File: src/rtl/wshb_arbiter2_if.sv
// Wishbone bus bundle; master drives the request side, slave drives the response side.
interface wshb_if #(
  parameter int unsigned AW = 32,
  parameter int unsigned DW = 32
);
  logic            cyc;
  logic            stb;
  logic            we;
  logic [AW-1:0]   adr;
  logic [DW/8-1:0] sel;
  logic [DW-1:0]   dat_ms;
  logic [DW-1:0]   dat_sm;
  logic [2:0]      cti;
  logic [1:0]      bte;
  logic            ack;
  logic            err;
  logic            rty;

  modport master (output cyc, stb, we, adr, sel, dat_ms, cti, bte,
                  input  dat_sm, ack, err, rty);
  modport slave  (input  cyc, stb, we, adr, sel, dat_ms, cti, bte,
                  output dat_sm, ack, err, rty);
endinterface

File: src/rtl/wshb_arbiter2.sv
// Two-master round-robin Wishbone arbiter with cycle-granular locking and an
// access watchdog that terminates a hung slave with err.
module wshb_arbiter2 #(
  parameter int unsigned TIMEOUT = 255
) (
  input  logic       clk,
  input  logic       rst,
  wshb_if.slave      m0,
  wshb_if.slave      m1,
  wshb_if.master     s,
  output logic [1:0] grant,
  output logic       tmo_evt
);

  // State encoding doubles as the one-hot grant, so grant is a direct register.
  localparam logic [1:0] IDLE = 2'b00;
  localparam logic [1:0] OWN0 = 2'b01;
  localparam logic [1:0] OWN1 = 2'b10;

  localparam logic [15:0] TMO_LIMIT = 16'(TIMEOUT);

  logic [1:0]  state;
  logic [1:0]  state_nxt;
  logic        rr_last;
  logic        rr_last_nxt;
  logic [15:0] wd_cnt;
  logic        own0;
  logic        own1;
  logic        stb_raw;
  logic        term;
  logic        expire;

  assign grant = state;
  assign own0  = (state == OWN0);
  assign own1  = (state == OWN1);

  always_comb begin
    state_nxt   = state;
    rr_last_nxt = rr_last;
    case (state)
      IDLE: begin
        if (m0.cyc && m1.cyc) state_nxt = rr_last ? OWN0 : OWN1;
        else if (m0.cyc)      state_nxt = OWN0;
        else if (m1.cyc)      state_nxt = OWN1;
      end
      OWN0: begin
        if (!m0.cyc) begin
          rr_last_nxt = 1'b0;
          state_nxt   = m1.cyc ? OWN1 : IDLE;
        end
      end
      OWN1: begin
        if (!m1.cyc) begin
          rr_last_nxt = 1'b1;
          state_nxt   = m0.cyc ? OWN0 : IDLE;
        end
      end
      default: state_nxt = IDLE;
    endcase
  end

  always_ff @(posedge clk or negedge rst) begin
    if (!rst) begin
      state   <= IDLE;
      rr_last <= 1'b1;
    end else begin
      state   <= state_nxt;
      rr_last <= rr_last_nxt;
    end
  end

  // Watchdog: a slave termination in the expiry cycle wins over the forced err.
  assign stb_raw = (own0 & m0.stb) | (own1 & m1.stb);
  assign term    = s.ack | s.err | s.rty;
  assign expire  = (TIMEOUT != 0) && stb_raw && !term && (wd_cnt == TMO_LIMIT);
  assign tmo_evt = expire;

  always_ff @(posedge clk or negedge rst) begin
    if (!rst)                                       wd_cnt <= '0;
    else if (TIMEOUT == 0 || !stb_raw || term || expire) wd_cnt <= '0;
    else                                            wd_cnt <= wd_cnt + 16'd1;
  end

  assign s.cyc    = (own0 & m0.cyc) | (own1 & m1.cyc);
  assign s.stb    = stb_raw & ~expire;
  assign s.we     = (own0 & m0.we) | (own1 & m1.we);
  assign s.adr    = own0 ? m0.adr    : own1 ? m1.adr    : '0;
  assign s.sel    = own0 ? m0.sel    : own1 ? m1.sel    : '0;
  assign s.dat_ms = own0 ? m0.dat_ms : own1 ? m1.dat_ms : '0;
  assign s.cti    = own0 ? m0.cti    : own1 ? m1.cti    : '0;
  assign s.bte    = own0 ? m0.bte    : own1 ? m1.bte    : '0;

  assign m0.ack    = own0 & s.ack;
  assign m0.err    = own0 & (s.err | expire);
  assign m0.rty    = own0 & s.rty;
  assign m0.dat_sm = s.dat_sm;

  assign m1.ack    = own1 & s.ack;
  assign m1.err    = own1 & (s.err | expire);
  assign m1.rty    = own1 & s.rty;
  assign m1.dat_sm = s.dat_sm;

endmodule

File: src/flat_wrapper.sv
// flat-port wrapper written by rule: the top's interface ports become plain ports
module wshb_arbiter2_flat 
#(
  parameter int unsigned TIMEOUT = 255
)
  (clk, rst, grant, tmo_evt, m0_cyc, m0_stb, m0_we, m0_adr, m0_sel, m0_dat_ms, m0_cti, m0_bte, m0_dat_sm, m0_ack, m0_err, m0_rty, m1_cyc, m1_stb, m1_we, m1_adr, m1_sel, m1_dat_ms, m1_cti, m1_bte, m1_dat_sm, m1_ack, m1_err, m1_rty, s_cyc, s_stb, s_we, s_adr, s_sel, s_dat_ms, s_cti, s_bte, s_dat_sm, s_ack, s_err, s_rty);
  wshb_if m0_i ();
  wshb_if m1_i ();
  wshb_if s_i ();
  input  logic clk;
  input  logic rst;
  output logic [1:0] grant;
  output logic tmo_evt;
  input wire logic [$bits(m0_i.cyc)-1:0] m0_cyc;
  input wire logic [$bits(m0_i.stb)-1:0] m0_stb;
  input wire logic [$bits(m0_i.we)-1:0] m0_we;
  input wire logic [$bits(m0_i.adr)-1:0] m0_adr;
  input wire logic [$bits(m0_i.sel)-1:0] m0_sel;
  input wire logic [$bits(m0_i.dat_ms)-1:0] m0_dat_ms;
  input wire logic [$bits(m0_i.cti)-1:0] m0_cti;
  input wire logic [$bits(m0_i.bte)-1:0] m0_bte;
  output wire logic [$bits(m0_i.dat_sm)-1:0] m0_dat_sm;
  output wire logic [$bits(m0_i.ack)-1:0] m0_ack;
  output wire logic [$bits(m0_i.err)-1:0] m0_err;
  output wire logic [$bits(m0_i.rty)-1:0] m0_rty;
  input wire logic [$bits(m1_i.cyc)-1:0] m1_cyc;
  input wire logic [$bits(m1_i.stb)-1:0] m1_stb;
  input wire logic [$bits(m1_i.we)-1:0] m1_we;
  input wire logic [$bits(m1_i.adr)-1:0] m1_adr;
  input wire logic [$bits(m1_i.sel)-1:0] m1_sel;
  input wire logic [$bits(m1_i.dat_ms)-1:0] m1_dat_ms;
  input wire logic [$bits(m1_i.cti)-1:0] m1_cti;
  input wire logic [$bits(m1_i.bte)-1:0] m1_bte;
  output wire logic [$bits(m1_i.dat_sm)-1:0] m1_dat_sm;
  output wire logic [$bits(m1_i.ack)-1:0] m1_ack;
  output wire logic [$bits(m1_i.err)-1:0] m1_err;
  output wire logic [$bits(m1_i.rty)-1:0] m1_rty;
  output wire logic [$bits(s_i.cyc)-1:0] s_cyc;
  output wire logic [$bits(s_i.stb)-1:0] s_stb;
  output wire logic [$bits(s_i.we)-1:0] s_we;
  output wire logic [$bits(s_i.adr)-1:0] s_adr;
  output wire logic [$bits(s_i.sel)-1:0] s_sel;
  output wire logic [$bits(s_i.dat_ms)-1:0] s_dat_ms;
  output wire logic [$bits(s_i.cti)-1:0] s_cti;
  output wire logic [$bits(s_i.bte)-1:0] s_bte;
  input wire logic [$bits(s_i.dat_sm)-1:0] s_dat_sm;
  input wire logic [$bits(s_i.ack)-1:0] s_ack;
  input wire logic [$bits(s_i.err)-1:0] s_err;
  input wire logic [$bits(s_i.rty)-1:0] s_rty;
  assign m0_i.cyc = m0_cyc;
  assign m0_i.stb = m0_stb;
  assign m0_i.we = m0_we;
  assign m0_i.adr = m0_adr;
  assign m0_i.sel = m0_sel;
  assign m0_i.dat_ms = m0_dat_ms;
  assign m0_i.cti = m0_cti;
  assign m0_i.bte = m0_bte;
  assign m0_dat_sm = m0_i.dat_sm;
  assign m0_ack = m0_i.ack;
  assign m0_err = m0_i.err;
  assign m0_rty = m0_i.rty;
  assign m1_i.cyc = m1_cyc;
  assign m1_i.stb = m1_stb;
  assign m1_i.we = m1_we;
  assign m1_i.adr = m1_adr;
  assign m1_i.sel = m1_sel;
  assign m1_i.dat_ms = m1_dat_ms;
  assign m1_i.cti = m1_cti;
  assign m1_i.bte = m1_bte;
  assign m1_dat_sm = m1_i.dat_sm;
  assign m1_ack = m1_i.ack;
  assign m1_err = m1_i.err;
  assign m1_rty = m1_i.rty;
  assign s_cyc = s_i.cyc;
  assign s_stb = s_i.stb;
  assign s_we = s_i.we;
  assign s_adr = s_i.adr;
  assign s_sel = s_i.sel;
  assign s_dat_ms = s_i.dat_ms;
  assign s_cti = s_i.cti;
  assign s_bte = s_i.bte;
  assign s_i.dat_sm = s_dat_sm;
  assign s_i.ack = s_ack;
  assign s_i.err = s_err;
  assign s_i.rty = s_rty;
  wshb_arbiter2 #(.TIMEOUT(TIMEOUT)) u_core (.clk(clk), .rst(rst), .m0(m0_i), .m1(m1_i), .s(s_i), .grant(grant), .tmo_evt(tmo_evt));
endmodule
File: config.mk
export PLATFORM = sky130hd
export DESIGN_NAME = wshb_arbiter2_flat
export DESIGN_NICKNAME = d
export VERILOG_FILES = /design/src/rtl/wshb_arbiter2_if.sv /design/src/rtl/wshb_arbiter2.sv /design/src/flat_wrapper.sv
export SDC_FILE = /design/constraint.sdc
export NUM_CORES = 1
export LEC_CHECK = 0
export BUFFER_PORTS_ARGS = -buffer_cell sky130_fd_sc_hd__buf_2
export CAP_MARGIN = 5
export CORE_AREA = 3 3 131 133
export CTS_CLUSTER_DIAMETER = 80
export DETAILED_ROUTE_END_ITERATION = 8
export DIE_AREA = 0 0 134 136
export PLACE_DENSITY = 0.49
export SYNTH_ARGS = -nofsm -noshare
export SYNTH_HDL_FRONTEND = slang
export SYNTH_SLANG_ARGS = --single-unit
File: constraint.sdc
create_clock -name clk -period 2.6 [get_ports clk]
set_input_delay 0.26 -clock clk [delete_from_list [all_inputs] [get_ports clk]]
set_output_delay 0.26 -clock clk [all_outputs]
set_load 0.05 [all_outputs]
# Yosys cells after proc, flatten, opt, wreduce, memory -nomap -nowiden
# Index checks and enable logic that the tools add are counted.
# classes
add_sub_neg	1
mul	0
n_div	0
n_lt_le_gt_ge	0
n_eq_ne	6
n_shift	0
n_mux	23
bitwise_logic	20
reduce_logical	11
# op_table
cell	count
32-bit two-way mux	4
2-bit two-way mux	9
16-bit by 1-bit adder with 16-bit output, second input constant	1
16-bit by 8-bit equality test with 1-bit output, second input constant	1
16-bit two-way mux	1
1-bit bitwise AND	13
4-bit two-way mux	2
3-bit two-way mux	2
1-bit bitwise OR	6
2-bit one-hot mux with 3 select lines	1
3-bit AND reduction	2
2-bit != test, second input constant	2
4-bit by 3-bit != test with 1-bit output, second input constant	1
1-bit logical AND	3
1-bit two-way mux	3
2-bit by 1-bit equality test with 1-bit output, second input constant	1
2-bit equality test, second input constant	1
1-bit zero test	2
2-bit zero test	1
1-bit logical OR	2
1-bit one-hot mux with 2 select lines	1
2-bit nonzero test	1
1-bit inverter	1
# word_totals
ff_bits	19
latchBits	0
mem_bits_rw	0
rom_bits	0
out_inout_bits	149
mem_count	0

# Logic depth before layout (Yosys ltp)
# Gate-level depths: netlist of the first run.
# logic_depth
word_depth	7
depth_mapped	6
depth_no_buf	5

# Worst setup path before layout of the first run
# Ideal clock, no wire load.
# synth_path
kind	reg2out
from	register u_core.wd_cnt[12]
to	output m0_err
arrival_ns	2.409
required_ns	2.340
slack_ns	-0.069
stages_incl_launch_ff	5
n_path_buf	0
cell_sequence	dfrtp_1 or4_1 or4_4 nor3_4 o21a_1
# synth_via
elab_chain_cells	4
# synth_rtl
element	line_no	rtl
start: declaration	wshb_arbiter2.sv:26	logic [15:0] wd_cnt;
start signal: assignment	wshb_arbiter2.sv:81	else wd_cnt <= wd_cnt + 16'd1;
16-bit by 8-bit equality test with 1-bit output	wshb_arbiter2.sv:75	assign expire = (TIMEOUT != 0) && stb_raw && !term && (wd_cnt == TMO_LIMIT);
1-bit logical AND	wshb_arbiter2.sv:75	
named net tmo_evt	flat_wrapper.sv:13	output logic tmo_evt;
1-bit bitwise OR	wshb_arbiter2.sv:94	assign m0.err = own0 & (s.err | expire);
1-bit bitwise AND	wshb_arbiter2.sv:94	
end: declaration	flat_wrapper.sv:24	output wire logic [$bits(m0_i.err)-1:0] m0_err;
# The timed path passes the listed nets, and every way through them passes these cells.

# Final worst setup path of the first run
# layout_path
from	register u_core.wd_cnt[9]
to	output m0_err
# layout_via
elab_chain_cells	4
# layout_rtl
element	line_no
16-bit by 8-bit equality test with 1-bit output	wshb_arbiter2.sv:75
1-bit logical AND	wshb_arbiter2.sv:75
1-bit bitwise OR	wshb_arbiter2.sv:94
1-bit bitwise AND	wshb_arbiter2.sv:94
# Every way passes these cells.

==> results.md, run 1 <==
- At the placement stage, the worst setup path has a slack of 0.1846 ns.
- After detailed routing, the average wire length per cell comes to 20.83 µm.
- The relative contribution of sequential cells to total power is 0.124.
- In this run the tool buffered the top-level ports with 241 buffer cells.
- The synthesized design contains 19 register bits.
- The total overflow reported by the global router is 0.
- The dominant cell type by area after synthesis is sky130_fd_sc_hd__a22o_1.
- The final hold violation count came to 0.
- The maximum number of buffers from clock root to sink is 2.
- The worst hold path passes through 2 cells.
- The area of all placed cells without fillers is 3408 µm².
- The maximum number of pins on one net before global-route repair is 33.
- The initial core utilization is 0.1393.
- Clock tree synthesis found a total of 19 sinks.
- The clock tree skew after final layout is 0.001087 ns.
- The post-route minimum period is 2.572 ns.
- The weighted congestion reported at the end of routability-driven placement is 0.7813.
- The remaining antenna violation count after routing is 0.
- The placement-stage cell area is 3289 µm².
- Yosys printed 0 warnings.
- In this run the worst path has a maximum fanout of 5.
- The logic gate share of total power is 0.763.
- The floorplan has 46 rows.
- Across the run, the number of max-cap violations was 0.
- The share of total power dissipated in the clock network is 0.113.
- TritonCTS built the clock tree.
- The via density per instance is 4.048.
- In the post-synthesis netlist, the cell with the most instances is sky130_fd_sc_hd__a22o_1.
- The total via count after detailed routing is 2672.
- The initial antenna violation count was 3.
- The internal power consumption is 1.100 mW.
- Summed over all nets, the switching power comes to 1.659 mW.
- The share of cells above drive strength 1 is 0.6072.
- Counting cells, the worst reg-to-reg path comes to 4.
- The flow ran to the end, and the final reports show no timing, DRC or antenna violations.
- Counting the buffers created by CTS gives 3.
- The area of the core is 15940 µm².
- The signal on the critical path passes through or4_1 -> or4_4 -> nor3_4 -> o21a_2 -> buf_8.
- The worst-case headroom to the max-slew limit is 0.6871.
- The share of the synthesized area in the top cell type is 0.2958.
- The total global routing track utilization is 0.1373.
- The horizontal extent of the die is 134 µm.
- The startpoint kind of the worst setup timing path is a flip-flop.
- Summed over all cells, the static leakage comes to 1.830 nW.
- From synthesis to final layout, the design area changed by 53.46%.
- The instance count on the critical path is 5.
- For this run, the post-layout net count is 634.
- The total half-perimeter wirelength after legalization and detailed placement is 12450 µm.
- Setup repair after global routing could not meet its margin everywhere.
- The count of final setup violators is 0.
- The smallest setup slack after layout is 0.02775 ns.
- The share of the Yosys chip area taken by registers is 0.2146.
- After the first detailed-routing iteration, the DRC count stood at 146.
- Counting both buffers and inverters, the worst setup path holds a total of 1.
- The area enclosed by the die boundary is 18220 µm².
- Counting flops with an async set or reset pin after synthesis yields a share of 1.000.
- The count of flip-flops with a built-in enable after synthesis is 0.
- On the worst path, the slowest cell contributes a delay of 0.56 ns.
- The final max-slew violation count is 0.
- The total nets after synthesis is 455.
- The commonest cells after synthesis are sky130_fd_sc_hd__a22o_1, sky130_fd_sc_hd__buf_4, sky130_fd_sc_hd__nor2_1.
- After clock tree synthesis, the clock-pin slew on the worst setup and hold paths is 0.05 ns.
- In the synthesized netlist the dominant register cell turns out to be sky130_fd_sc_hd__dfrtp_1.
- Summing every instance area after synthesis gives 2221 µm².
- The die boundary height is 136 µm.
- The number of fill cells is 1805.
- The final cycle utilization of the critical path is 0.9893.
- The transition at the pin with the smallest max-transition slack is 0.4684 ns.
- In this run the register-to-register setup slack is 0.63 ns.
- In the routed design, unresolved DRC markers number 0.
- Counting every instance in the synthesized netlist gives 265.
- The average cell area after synthesis is 8.381 µm².
- The first TritonRoute pass finished after 4 iterations.
- Derived from the worst setup path, the maximum achievable clock frequency is 388.8 MHz.
- STA classifies the critical path endpoint as a primary output.
- The number of distinct library cells after synthesis is 30.
- Data on the critical path is required at its endpoint by 2.34 ns.
- The number of global-route vias before repair came to 2519.
- The areal power density over the cells is 809.6 nW/µm².
- The H-tree depth is 1.
- The min-delay analysis places its worst path in the category input port to flip-flop.
- The worst vdd rail ir drop is 0.0003285 V.
- For this run, the share of the core covered by cells in the final layout is 0.2138.
- For this block, the routed nets add up to 13750 µm of wire.
- The cell sitting at the root of the clock tree is a sky130_fd_sc_hd__clkbuf_16.
- For the worst-skew pair, the clock arrives at the later sink with an insertion delay of 0.25 ns.
- The global-route wire length before repair is 18030 µm.
- 338 I/O pins were placed.
- After synthesis, the cell types taking the most area are sky130_fd_sc_hd__a22o_1, sky130_fd_sc_hd__buf_4, sky130_fd_sc_hd__dfrtp_1.
- The critical path data arrival time is 2.31 ns.
- The setup path with the least slack is of type flip-flop to primary output.
- The category of cells accounting for the largest share of critical-path delay is simple AND/OR/NAND/NOR gates.
- The switching power as a share of total power is 0.6014.
- The cell type of the slowest stage on the worst timing path is sky130_fd_sc_hd__or4_4.
[worst reg2reg max path: stages (launching register included)]
cell	delay [ns]
sky130_fd_sc_hd__dfrtp_1	0.41
sky130_fd_sc_hd__or4_1	0.52
sky130_fd_sc_hd__or4_4	0.56
sky130_fd_sc_hd__nand2_2	0.26
sky130_fd_sc_hd__nor2_1	0.09
[layer usage]
metal | routed length (µm) | GRT usage
met5 | 54 | 0
met4 | 257 | 0.03086
met3 | 1171 | 0.04367
met2 | 7117 | 0.2431
met1 | 5148 | 0.1622
[timing repair]
| action | 4_1_cts | 5_1_grt |
|---|---|---|
| setup buffers | 0 | 1 |
| gates resized for setup | 4 | 2 |
| setup endpoints to repair | 2 | 4 |
| pin swaps | 0 | 2 |
| hold buffers | 1 | 0 |
| hold endpoints to repair | 18 | 0 |
[power by group through the flow]
| stage | sequential [mW] | combinational [mW] | clock (mW) |
|---|---|---|---|
| after floorplan | 0.358 | 1.69 | 0 |
| after CTS | 0.343 | 2.12 | 0.321 |
| after global routing | 0.347 | 2.19 | 0.336 |
| after global placement | 0.347 | 2.11 | 0 |
| final | 0.343 | 2.10 | 0.312 |
| after detailed placement | 0.348 | 2.11 | 0 |
[logic make-up (layout without fill, tap and decap cells)]
logic type,Yosys count,in the layout,share of synthesized area
other,0,1,0
xor gates and xnor gates,14,14,0.05521
and+or+nand+nor,63,63,0.1521
adders and majority gates,1,1,0.005633
buffers and inverters,86,264,0.2569
AOI/OAI and AO/OA,82,82,0.3155
DFF,19,19,0.2146
[path summary, 6_finish.rpt]
path	from	to
max in group asynchronous	rst	u_core.rr_last
worst max-delay path	u_core.wd_cnt[9]	m0_err
worst min-delay path	m1_cyc	u_core.grant[1]
worst min register to register	u_core.wd_cnt[0]	u_core.wd_cnt[0]
min in group asynchronous	rst	u_core.wd_cnt[6]
worst max register to register	u_core.wd_cnt[9]	u_core.wd_cnt[10]
[metrics by stage]
step	cells	hold WS (ns)	setup TNS [ns]	power (mW)
after floorplan	265	-0.03559	0	2.050
after global placement	653	0.2266	0	2.454
after detailed placement	653	0.2276	0	2.454
after CTS	658	0.2845	0	2.781
after global routing	659	0.2909	-0.1180	2.872
final	660	0.2791	0	2.759
[state kept, by name, summed over array words and instances, names as in the netlist]
signal,flops
u_core.wd_cnt,16
u_core.rr_last,1
u_core.grant,2
[cell usage in the layout (no fill, tap or decap), types with 2 or more instances in the layout]
cell / count
sky130_fd_sc_hd__xnor2_1: 12
sky130_fd_sc_hd__nor4_1: 6
sky130_fd_sc_hd__nor3_1: 3
sky130_fd_sc_hd__buf_12: 2
sky130_fd_sc_hd__a22o_1: 75
sky130_fd_sc_hd__nand4_1: 5
sky130_fd_sc_hd__buf_2: 239
sky130_fd_sc_hd__nand2_1: 5
sky130_fd_sc_hd__o21a_2: 2
sky130_fd_sc_hd__dfrtp_1: 18
sky130_fd_sc_hd__o21ai_0: 2
sky130_fd_sc_hd__clkbuf_16: 3
sky130_fd_sc_hd__nor2_1: 21
sky130_fd_sc_hd__or4_1: 2
sky130_fd_sc_hd__and2_1: 6
sky130_fd_sc_hd__inv_1: 2
sky130_fd_sc_hd__buf_4: 14
sky130_fd_sc_hd__buf_8: 2
sky130_fd_sc_hd__nand3_1: 5
sky130_fd_sc_hd__nand3b_1: 2
sky130_fd_sc_hd__xor2_1: 2
[layout make-up]
| cell class | instances | area (µm²) | share of cell area |
|---|---|---|---|
| Timing Repair Buffer | 258 | 1381 | 0.4053 |
| Multi-Input combinational cell | 160 | 1191 | 0.3495 |
| Tap cell | 216 | 270.3 | 0.07930 |
| Sequential cell | 19 | 476.7 | 0.1399 |
| Clock buffer | 4 | 78.83 | 0.02313 |
| Antenna cell | 1 | 2.502 | 0.0007342 |
| Inverter | 2 | 7.507 | 0.002203 |
Power figures use the tool's default switching activity.
==> run 2: changes to the inputs <==
CTS_BUF_LIST = sky130_fd_sc_hd__clkbuf_8 sky130_fd_sc_hd__clkbuf_16   (was not set)
==> run 2 against run 1 <==
Critical path depth did not move; non-clock buffer count did not move; cell area did not move; clock skew is the same.
==> results.md, run 2 (same netlist as run 1, synthesis figures left out) <==
- The library cell used most frequently in the layout, excluding fill and tap cells, is sky130_fd_sc_hd__buf_2.
- Walking the worst path, the cells encountered are or4_1 -> or4_4 -> nor3_4 -> o21a_2 -> buf_8.
- The endpoint identified for the worst register-to-register timing path is u_core.wd_cnt[10].
- The clock net in this run drives a total of 19 sinks.
- Across the VDD grid, the largest voltage drop is 0.0003285 V.
- At the worst endpoint, the arrival time is 2.31 ns.
- Using the TritonRoute via totals, the vias-per-cell ratio works out to 4.048.
- The number of global-route vias before repair was 2519.
- The first-iteration detailed-routing DRC count is 146.
- Setup violations remaining at the end of the flow were counted as 0.
- In the finished design, the share of the clock period the worst path needs comes to 0.9893.
- The CTS tree is yes.
- In this run, CTS created clock tree buffers numbering 3.
- The die boundary height is 136 µm.
- The worst hold path begins at m1_cyc.
- The instance count along the most critical hold path is 2.
- The weighted congestion reported at the end of routability-driven placement is 0.7813.
- The cell type of the slowest stage on the worst timing path is sky130_fd_sc_hd__or4_4.
- In this run the horizontal extent of the chip is 134 µm.
- The initial utilization of the core area, before any placement, comes to 0.1393.
- For this block, the routed nets add up to 13750 µm of wire.
- In the global route stage, met2 resource usage came out at 0.2431.
- The root buffer cell is sky130_fd_sc_hd__clkbuf_16.
- Setup slack on the worst reg-to-reg path comes out at 0.63 ns.
- Once layout is complete, the utilization of the core stands at 0.2138.
- The library cells used most frequently in the layout, excluding fill and tap cells, are sky130_fd_sc_hd__buf_2, sky130_fd_sc_hd__a22o_1, sky130_fd_sc_hd__nor2_1.
- The number of input and output port buffers inserted is 241.
- The total half-perimeter wirelength after legalization and detailed placement is 12450 µm.
- The number of buffers and inverters on the critical path is 1.
- Hold is met by 0.2794 ns.
- The register with the most flip-flops in the layout has 16 of them.
- Among cell families on the critical path, the largest total delay comes from simple AND/OR/NAND/NOR gates.
- The setup path with the least slack is of type flip-flop to primary output.
- The worst path needs 2.572 ns of the cycle, external delays included.
- The global routing met3 resource utilization is 0.04367.
- The flow ran to the end, and the final reports show no timing, DRC or antenna violations.
- The final hold violation count is 0.
- The register with the highest flop count is u_core.wd_cnt.
- After detailed routing, the number of remaining DRC violations is 0.
- The data required time of the worst path is 2.34 ns.
- For this run, the detailed router's first-pass iteration total came to 4.
- The source-to-sink clock delay at the later pin of the worst-skew pair is 0.25 ns.
- The maximum number of pins on one net before global-route repair is 33.
- The highest-utilization routing layer at the global route stage is met2.
- Of the cells placed in the final design, the portion with a size suffix greater than 1 is 0.6072.
- The maximum cell stage delay along the critical path is 0.56 ns.
- The net count of the finished layout is 634.
- The area enclosed by the die boundary is 18220 µm².
- The startpoint kind of the worst setup timing path is a flip-flop.
- The path with the worst hold slack has its endpoint at u_core.grant[1].
- The final max-slew violation count was 0.
- The number of fill cells is 1805.
- The initial antenna violation count is 3.
- At the pin with the least slew margin, the transition time is 0.4685 ns.
- Setup slack closes at 0.02780 ns.
- In this run the deepest clock path goes through 2 buffers.
- The maximum net fanout on the critical path is 5.
- Based on the critical path, the design can be clocked at up to 388.8 MHz.
- The classification of the worst-slack hold path is input port to flip-flop.
- Setup repair after global routing could not meet its margin everywhere.
- The total area inside the core boundary comes to 15940 µm².
- OpenSTA, run right after detailed placement, puts the worst setup slack at 0.1846 ns.
- From synthesis to final layout, the design area changed by 53.46%.
- The total global routing track utilization is 0.1373.
- Power spread over the standard cell area amounts to 808.4 nW/µm².
- On the final layout, the worst clock skew is 0.001087 ns.
- Dividing the detail-routed wire length by the instance count gives 20.83 µm.
- STA classifies the critical path endpoint as a primary output.
- The detail route stage leaves a number of antenna-violating nets equal to 0.
- After global routing the overflow that remains totals 0.
- The clock edge transition at the registers on the reported setup and hold paths is 0.05 ns.
- For this run, global-route usage on met1 was measured as 0.1622.
- The H-tree depth is 1.
- The worst-case headroom to the max-slew limit is 0.6870.
- The max-cap violation count is 0.
- The worst register-to-register path begins at u_core.wd_cnt[9].
- The global-route wire length before repair is 18030 µm.
- The total via count after detailed routing is 2672.
- The floorplan has 46 rows.
- The number of cells on the worst reg-to-reg path is 4.
- The leakage power summed over all cells is 1.835 nW.
- The number of top-level pins is 338.
## run 2: cell count changes in the layout (fill, tap and decap cells not counted), sizes merged
| cell | previous run | this run |
|---|---|---|
| clkbuf | 4 | 3 |
| inv | 2 | 3 |
## run 2: worst max-delay path by stage
| stage | from | endpoint | cells past startpoint |
|---|---|---|---|
| 2_1_floorplan | u_core.wd_cnt[12] | s_stb | 4 |
| 3_3_place_gp | u_core.wd_cnt[12] | m1_err | 5 |
| 3_5_place_dp | u_core.wd_cnt[12] | m1_err | 5 |
| 4_1_cts | u_core.wd_cnt[12] | m1_err | 5 |
| 5_1_grt | u_core.wd_cnt[9] | m1_err | 5 |
| 6_report | u_core.wd_cnt[9] | m0_err | 5 |
## run 2: metal layers
layer	vias to the layer above	wire length, µm
met1	1214	5143
met5	-	54
met2	166	7120
met3	14	1171
met4	6	257
li1	1272	-
## run 2: area by class of cell
class	count	area, µm²	area share
clock buffers	3	75.07	0.02203
repair buffers	258	1381	0.4053
diodes	1	2.502	0.0007342
inverters	2	7.507	0.002203
multi-input cells	160	1191	0.3495
clock inverters	1	3.754	0.001101
flip-flops and latches	19	476.7	0.1399
well taps	216	270.3	0.07930
## run 2: repair_timing
| item | CTS | global route |
|---|---|---|
| buffers inserted | 0 | 1 |
| endpoints found under the hold margin | 18 | 0 |
| pin swaps | 0 | 2 |
| setup endpoints to repair | 2 | 4 |
| hold buffers | 1 | 0 |
| gates resized for setup | 4 | 2 |
## run 2: through the flow
step / power (mW) / area, µm² / setup TNS [ns] / cells
6_report: 2.755 / 3408 / 0 / 660
5_1_grt: 2.869 / 3406 / -0.1191 / 659
4_1_cts: 2.777 / 3391 / 0 / 658
3_5_place_dp: 2.454 / 3289 / 0 / 653
3_3_place_gp: 2.454 / 3289 / 0 / 653
2_1_floorplan: 2.050 / 2223 / 0 / 265
## run 2: power by group
group	internal (mW)	leakage (nW)	switching (mW)
Sequential	0.317	0.259	0.0264
Combinational	0.575	1.53	1.53
Clock	0.204	0.0423	0.103
Total	1.10	1.83	1.66
